## src/rtl/ring_loader.sv

```systemverilog
`default_nettype none
// ============================================================================
// Module      : ring_loader
// Description : Serializes an accepted 8-bit word into a downstream ring
//               shifter. It drives load=1 for 8 cycles with one serial bit
//               per cycle, pulses done for one cycle, and counts completed
//               words in xfer_cnt, which wraps modulo 256.
//               Optional macro: RING_LOADER_LSB_FIRST_EN selects LSB-first
//               bit order (default MSB-first). Timing is identical in both
//               builds.
// Revision    : 1.0 - initial release
// ============================================================================
module ring_loader (
  input  logic       clk,
  input  logic       rst,        // synchronous, active-low
  input  logic       wr_valid,
  input  logic [7:0] wr_data,
  output logic       wr_ready,
  output logic       load,
  output logic       sdo,
  output logic       done,
  output logic [7:0] xfer_cnt
);

  typedef enum logic [1:0] {
    IDLE  = 2'd0,
    SHIFT = 2'd1,
    DONE  = 2'd2
  } state_t;

  localparam logic [2:0] c_last_bit = 3'd7;

  state_t     r_state;
  logic [2:0] r_cnt;
  logic [7:0] r_hold;

  logic [2:0] w_cnt_nxt;
  logic       w_first_bit;
  logic       w_next_bit;

  // Next bit index and the serial bits presented on the following cycle.
  // sdo is registered, so each bit is selected one cycle ahead of its use.
  always_comb begin
    w_cnt_nxt = r_cnt + 3'd1;
`ifdef RING_LOADER_LSB_FIRST_EN
    w_first_bit = wr_data[0];
    w_next_bit  = r_hold[w_cnt_nxt];
`else
    w_first_bit = wr_data[7];
    w_next_bit  = r_hold[c_last_bit - w_cnt_nxt];
`endif
  end

  // Control FSM. All outputs are registered and updated together with the state.
  always_ff @(posedge clk) begin
    if (!rst) begin
      r_state  <= IDLE;
      r_cnt    <= 3'd0;
      r_hold   <= 8'd0;
      wr_ready <= 1'b1;
      load     <= 1'b0;
      sdo      <= 1'b0;
      done     <= 1'b0;
      xfer_cnt <= 8'd0;
    end else begin
      case (r_state)
        IDLE: begin
          wr_ready <= 1'b1;
          load     <= 1'b0;
          sdo      <= 1'b0;
          done     <= 1'b0;
          if (wr_valid && wr_ready) begin
            r_state  <= SHIFT;
            r_hold   <= wr_data;
            r_cnt    <= 3'd0;
            wr_ready <= 1'b0;
            load     <= 1'b1;
            sdo      <= w_first_bit;
          end
        end
        SHIFT: begin
          wr_ready <= 1'b0;
          r_cnt    <= w_cnt_nxt;
          if (r_cnt == c_last_bit) begin
            r_state <= DONE;
            load    <= 1'b0;
            sdo     <= 1'b0;
            done    <= 1'b1;
          end else begin
            load <= 1'b1;
            sdo  <= w_next_bit;
          end
        end
        DONE: begin
          r_state  <= IDLE;
          wr_ready <= 1'b1;
          load     <= 1'b0;
          sdo      <= 1'b0;
          done     <= 1'b0;
          xfer_cnt <= xfer_cnt + 8'd1;
        end
        default: begin
          // Unused encoding: return to a clean idle state.
          r_state  <= IDLE;
          r_cnt    <= 3'd0;
          wr_ready <= 1'b1;
          load     <= 1'b0;
          sdo      <= 1'b0;
          done     <= 1'b0;
        end
      endcase
    end
  end

endmodule
`default_nettype wire

```

## config.mk

```make
export PLATFORM = sky130hd
export DESIGN_NAME = ring_loader
export DESIGN_NICKNAME = d
export VERILOG_FILES = /design/src/rtl/ring_loader.sv
export SDC_FILE = /design/constraint.sdc
export NUM_CORES = 1
export LEC_CHECK = 0
export BUFFER_PORTS_ARGS = -buffer_cell sky130_fd_sc_hd__buf_2
export CORE_MARGIN = 2
export CORE_UTILIZATION = 52
export DETAILED_ROUTE_END_ITERATION = 8
export PLACE_DENSITY_LB_ADDON = 0.3
export RECOVER_POWER = 50
export SLEW_MARGIN = 20
export SYNTH_ARGS = -nofsm -noshare
export SYNTH_HDL_FRONTEND = slang
export SYNTH_SLANG_ARGS = --single-unit
```

## constraint.sdc

```tcl
create_clock -name clk -period 1.8 [get_ports clk]
set_clock_uncertainty 0.2 [all_clocks]
set_input_delay 0.27 -clock clk [delete_from_list [all_inputs] [get_ports clk]]
set_output_delay 0.27 -clock clk [all_outputs]
set_load 0.05 [all_outputs]
```

==> flow_metrics.tcl <==
set metrics [dict create \
    status "finished clean" \
    drtPass1Iterations 4 \
    ys_ff_latch 25 \
    routed-via-count 779 \
    min_from "wr_data[0]" \
    ir_drop_uv 376 \
    fin_crit_ns 1.68 \
    crit_path_start_kind "flop" \
    maxClockFrequency_mhz 596 \
    synthCells 101 \
    finalSetupViolCount 0 \
    cts_setup_buffers 0 \
    rsz0062_at_grt "false" \
    clock_power_share_pct 25.9 \
    cp.required_ns 1.85 \
    dp_cells 150 \
    tightest_slew_ns 0.599 \
    via_per_inst 5.06 \
    yosys-top-cells-count "25 x dfxtp_1, 14 x nor2b_1, 11 x mux2i_1" \
    arrival_ns 1.73 \
    cts_hold_buf 0 \
    tns_ns 0 \
    clkSinkCount 25 \
    r2r_end "sdo$_SDFF_PN0_" \
    grt_max_degree 20 \
    powerDensity_nw_per_um2 765 \
    synthFlopType "dfxtp_1" \
    slowest_delay_ns 0.37 \
    synth_area_leader_cell "dfxtp_1" \
    swShare_pct 24.9 \
    port_buffers 22 \
    synth-edff-count 0 \
    setup.worst_path.end "sdo$_SDFF_PN0_" \
    hold_viol 0 \
    final_area_um2 1250 \
    cap_violations 0 \
    ys_seq_area_share_pct 46.2 \
    path_cells "ha_1 > mux2i_1 > a311oi_1 > o211ai_1 > a21boi_0" \
    multi_input_area_um2 556 \
    cts_buffers 3 \
    cts-root-buf "clkbuf_4" \
    endpoint_kind "flop" \
    htreeDepth 1 \
    synth_warnings 0 \
    synth_compound_area_share_pct 6.59 \
    slew_headroom_pct 60.2 \
    p_switching_mw 0.238 \
    intPower_mw 0.716 \
    combPwrFrac_pct 12.5 \
    async_flop_share_pct 0 \
    synth_nets 115 \
    overflow 0 \
    cts_resized 0 \
    synth_fa_ha_area_share_pct 3.47 \
    path_max_fanout 4 \
    grt_pass1_vias 738 \
    cts_max_path_buffers 2 \
    wl_um 1830 \
    critical_path_class "reg -> reg" \
    synth_xor_area_share_pct 5.66 \
    startpoint "r_cnt[0]$_SDFFE_PN0P_" \
    synth_top_family_by_area "simple AND/OR/NAND/NOR gates" \
    reg2regPathDepth 5 \
    drive_gt1_share_pct 20.5 \
    cts.clk_slew.worst_paths_ns 0.13 \
    io_pins 23 \
    hold_ws_ns 0.00492 \
    antenna_found_initial 0 \
    seqPwrFrac_pct 61.6 \
    grtUsageTotal_pct 16.6 \
    layout.nets 142 \
    initialDrtViolationCount 9 \
    seq_area_um2 500 \
    synth_area_leaders "dfxtp_1 46%, mux2i_1 10%, nor2b_1 8.1%, and2_1 5.2%, xnor2_1 4.9%" \
    drc 0 \
    worst_path_max_delay_cell "ha_1" \
    num_rows 16 \
    ff2ff_setup_slack_ns 0.12 \
    synth_mux_area_share_pct 12.3 \
    syn_area_um2 1080 \
    regToRegStartpoint "r_cnt[0]$_SDFFE_PN0P_" \
    power.leakage_nw 0.542 \
    die_area_um2 2460 \
    gp_congestion 0.790 \
    grt_pass1_wl_um 3110 \
    ant_nets 0 \
    post_drt_wl_per_cell_um 11.9 \
    antenna_cells 0 \
    yosysTopAreaCellShare_pct 46.2 \
    syn2layout_area_growth_pct 15.3 \
    die_w_um 49.6 \
    nFillCells 181 \
    place_area_um2 1230 \
    final_util_pct 63.6 \
    synthSimpleGateAreaFrac_pct 23.4 \
    fin_cells 154 \
    synth_most_common_cell "dfxtp_1" \
    initial_core_util_pct 55.2 \
    cts_tree "yes" \
    clock_latency_ns 0.32 \
    min_path_type "in -> reg" \
    avgSynthCellArea_um2 10.7 \
    finalMaxSlewViolations 0 \
    fin_crit_sh_pct 93.2 \
    die_h_um 49.6 \
    synth.distinct_cells 25 \
    core_area_um2 1960 \
]
[critical path: cells and delay by family, from the launching register on]
kind	cells	cell delay, ns
flip-flops	1	0.34
adder cells (fa/ha/maj)	1	0.37
AO/OA/AOI/OAI	3	0.54
multiplexers	1	0.16
[registers in the layout, summed over array words and instances (netlist names)]
signal / cells
load: 1
done: 1
r_state: 2
sdo: 1
xfer_cnt: 8
r_hold: 8
wr_ready: 1
r_cnt: 3
[metal layers]
metal	up-vias	global-route usage [%]	share of wire (%)
met5	-	0	0
met4	0	9.72	1.7
met3	4	3.03	3.8
met2	15	27.8	48
met1	360	19.7	47
li1	400	-	-
[metrics by stage]
stage          power [mW]  worst slack [ns]
2_1_floorplan       0.691           0.00990
3_3_place_gp        0.719             0.200
3_5_place_dp        0.724             0.152
4_1_cts             0.964             0.118
5_1_grt             0.994            0.0319
6_report            0.954             0.123
[placed cells by master (no fill, tap or decap), types with 2 or more instances in the layout]
| cell | count |
|---|---|
| a21boi_0 | 2 |
| a22oi_1 | 2 |
| and2_1 | 8 |
| and3_1 | 3 |
| buf_2 | 17 |
| buf_4 | 3 |
| clkbuf_1 | 6 |
| clkbuf_4 | 3 |
| dfxtp_1 | 25 |
| ha_1 | 3 |
| mux2i_1 | 11 |
| nand2_1 | 5 |
| nand2b_1 | 3 |
| nand4_1 | 4 |
| nor2b_1 | 14 |
| xnor2_1 | 6 |
[power groups by stage]
| stage | registers, mW | logic (mW) | clock network [mW] |
|---|---|---|---|
| after floorplan | 0.613 | 0.0779 | 0 |
| after CTS | 0.588 | 0.124 | 0.252 |
| after detailed placement | 0.600 | 0.124 | 0 |
| final | 0.587 | 0.119 | 0.247 |
| after global routing | 0.591 | 0.131 | 0.272 |
| after global placement | 0.600 | 0.119 | 0 |
[final cells by class]
cell class	count	area share, %
Clock buffer	4	2.11
Multi-Input combinational cell	72	44.5
Sequential cell	25	40.1
Tap cell	27	2.71
Timing Repair Buffer	26	10.5
[how the worst min path moves through the flow]
stage,endpoint,cells past startpoint
detailed placement,r_hold[7]$_SDFFE_PN0P_,2
global placement,r_hold[7]$_SDFFE_PN0P_,2
CTS,r_hold[6]$_SDFFE_PN0P_,3
floorplan,sdo$_SDFF_PN0_,2
finish,r_hold[0]$_SDFFE_PN0P_,3
global route,r_hold[4]$_SDFFE_PN0P_,3
[cell families (layout without fill, tap and decap cells)]
logic type | count (synthesis) | count (layout)
XOR/XNOR | 7 | 7
multiplexers | 12 | 12
AO/OA/AOI/OAI | 9 | 9
buffers and inverters | 4 | 30
AND/OR/NAND/NOR | 41 | 41
adder cells (fa/ha/maj) | 3 | 3
flip-flops | 25 | 25
Power figures use the tool's default switching activity.
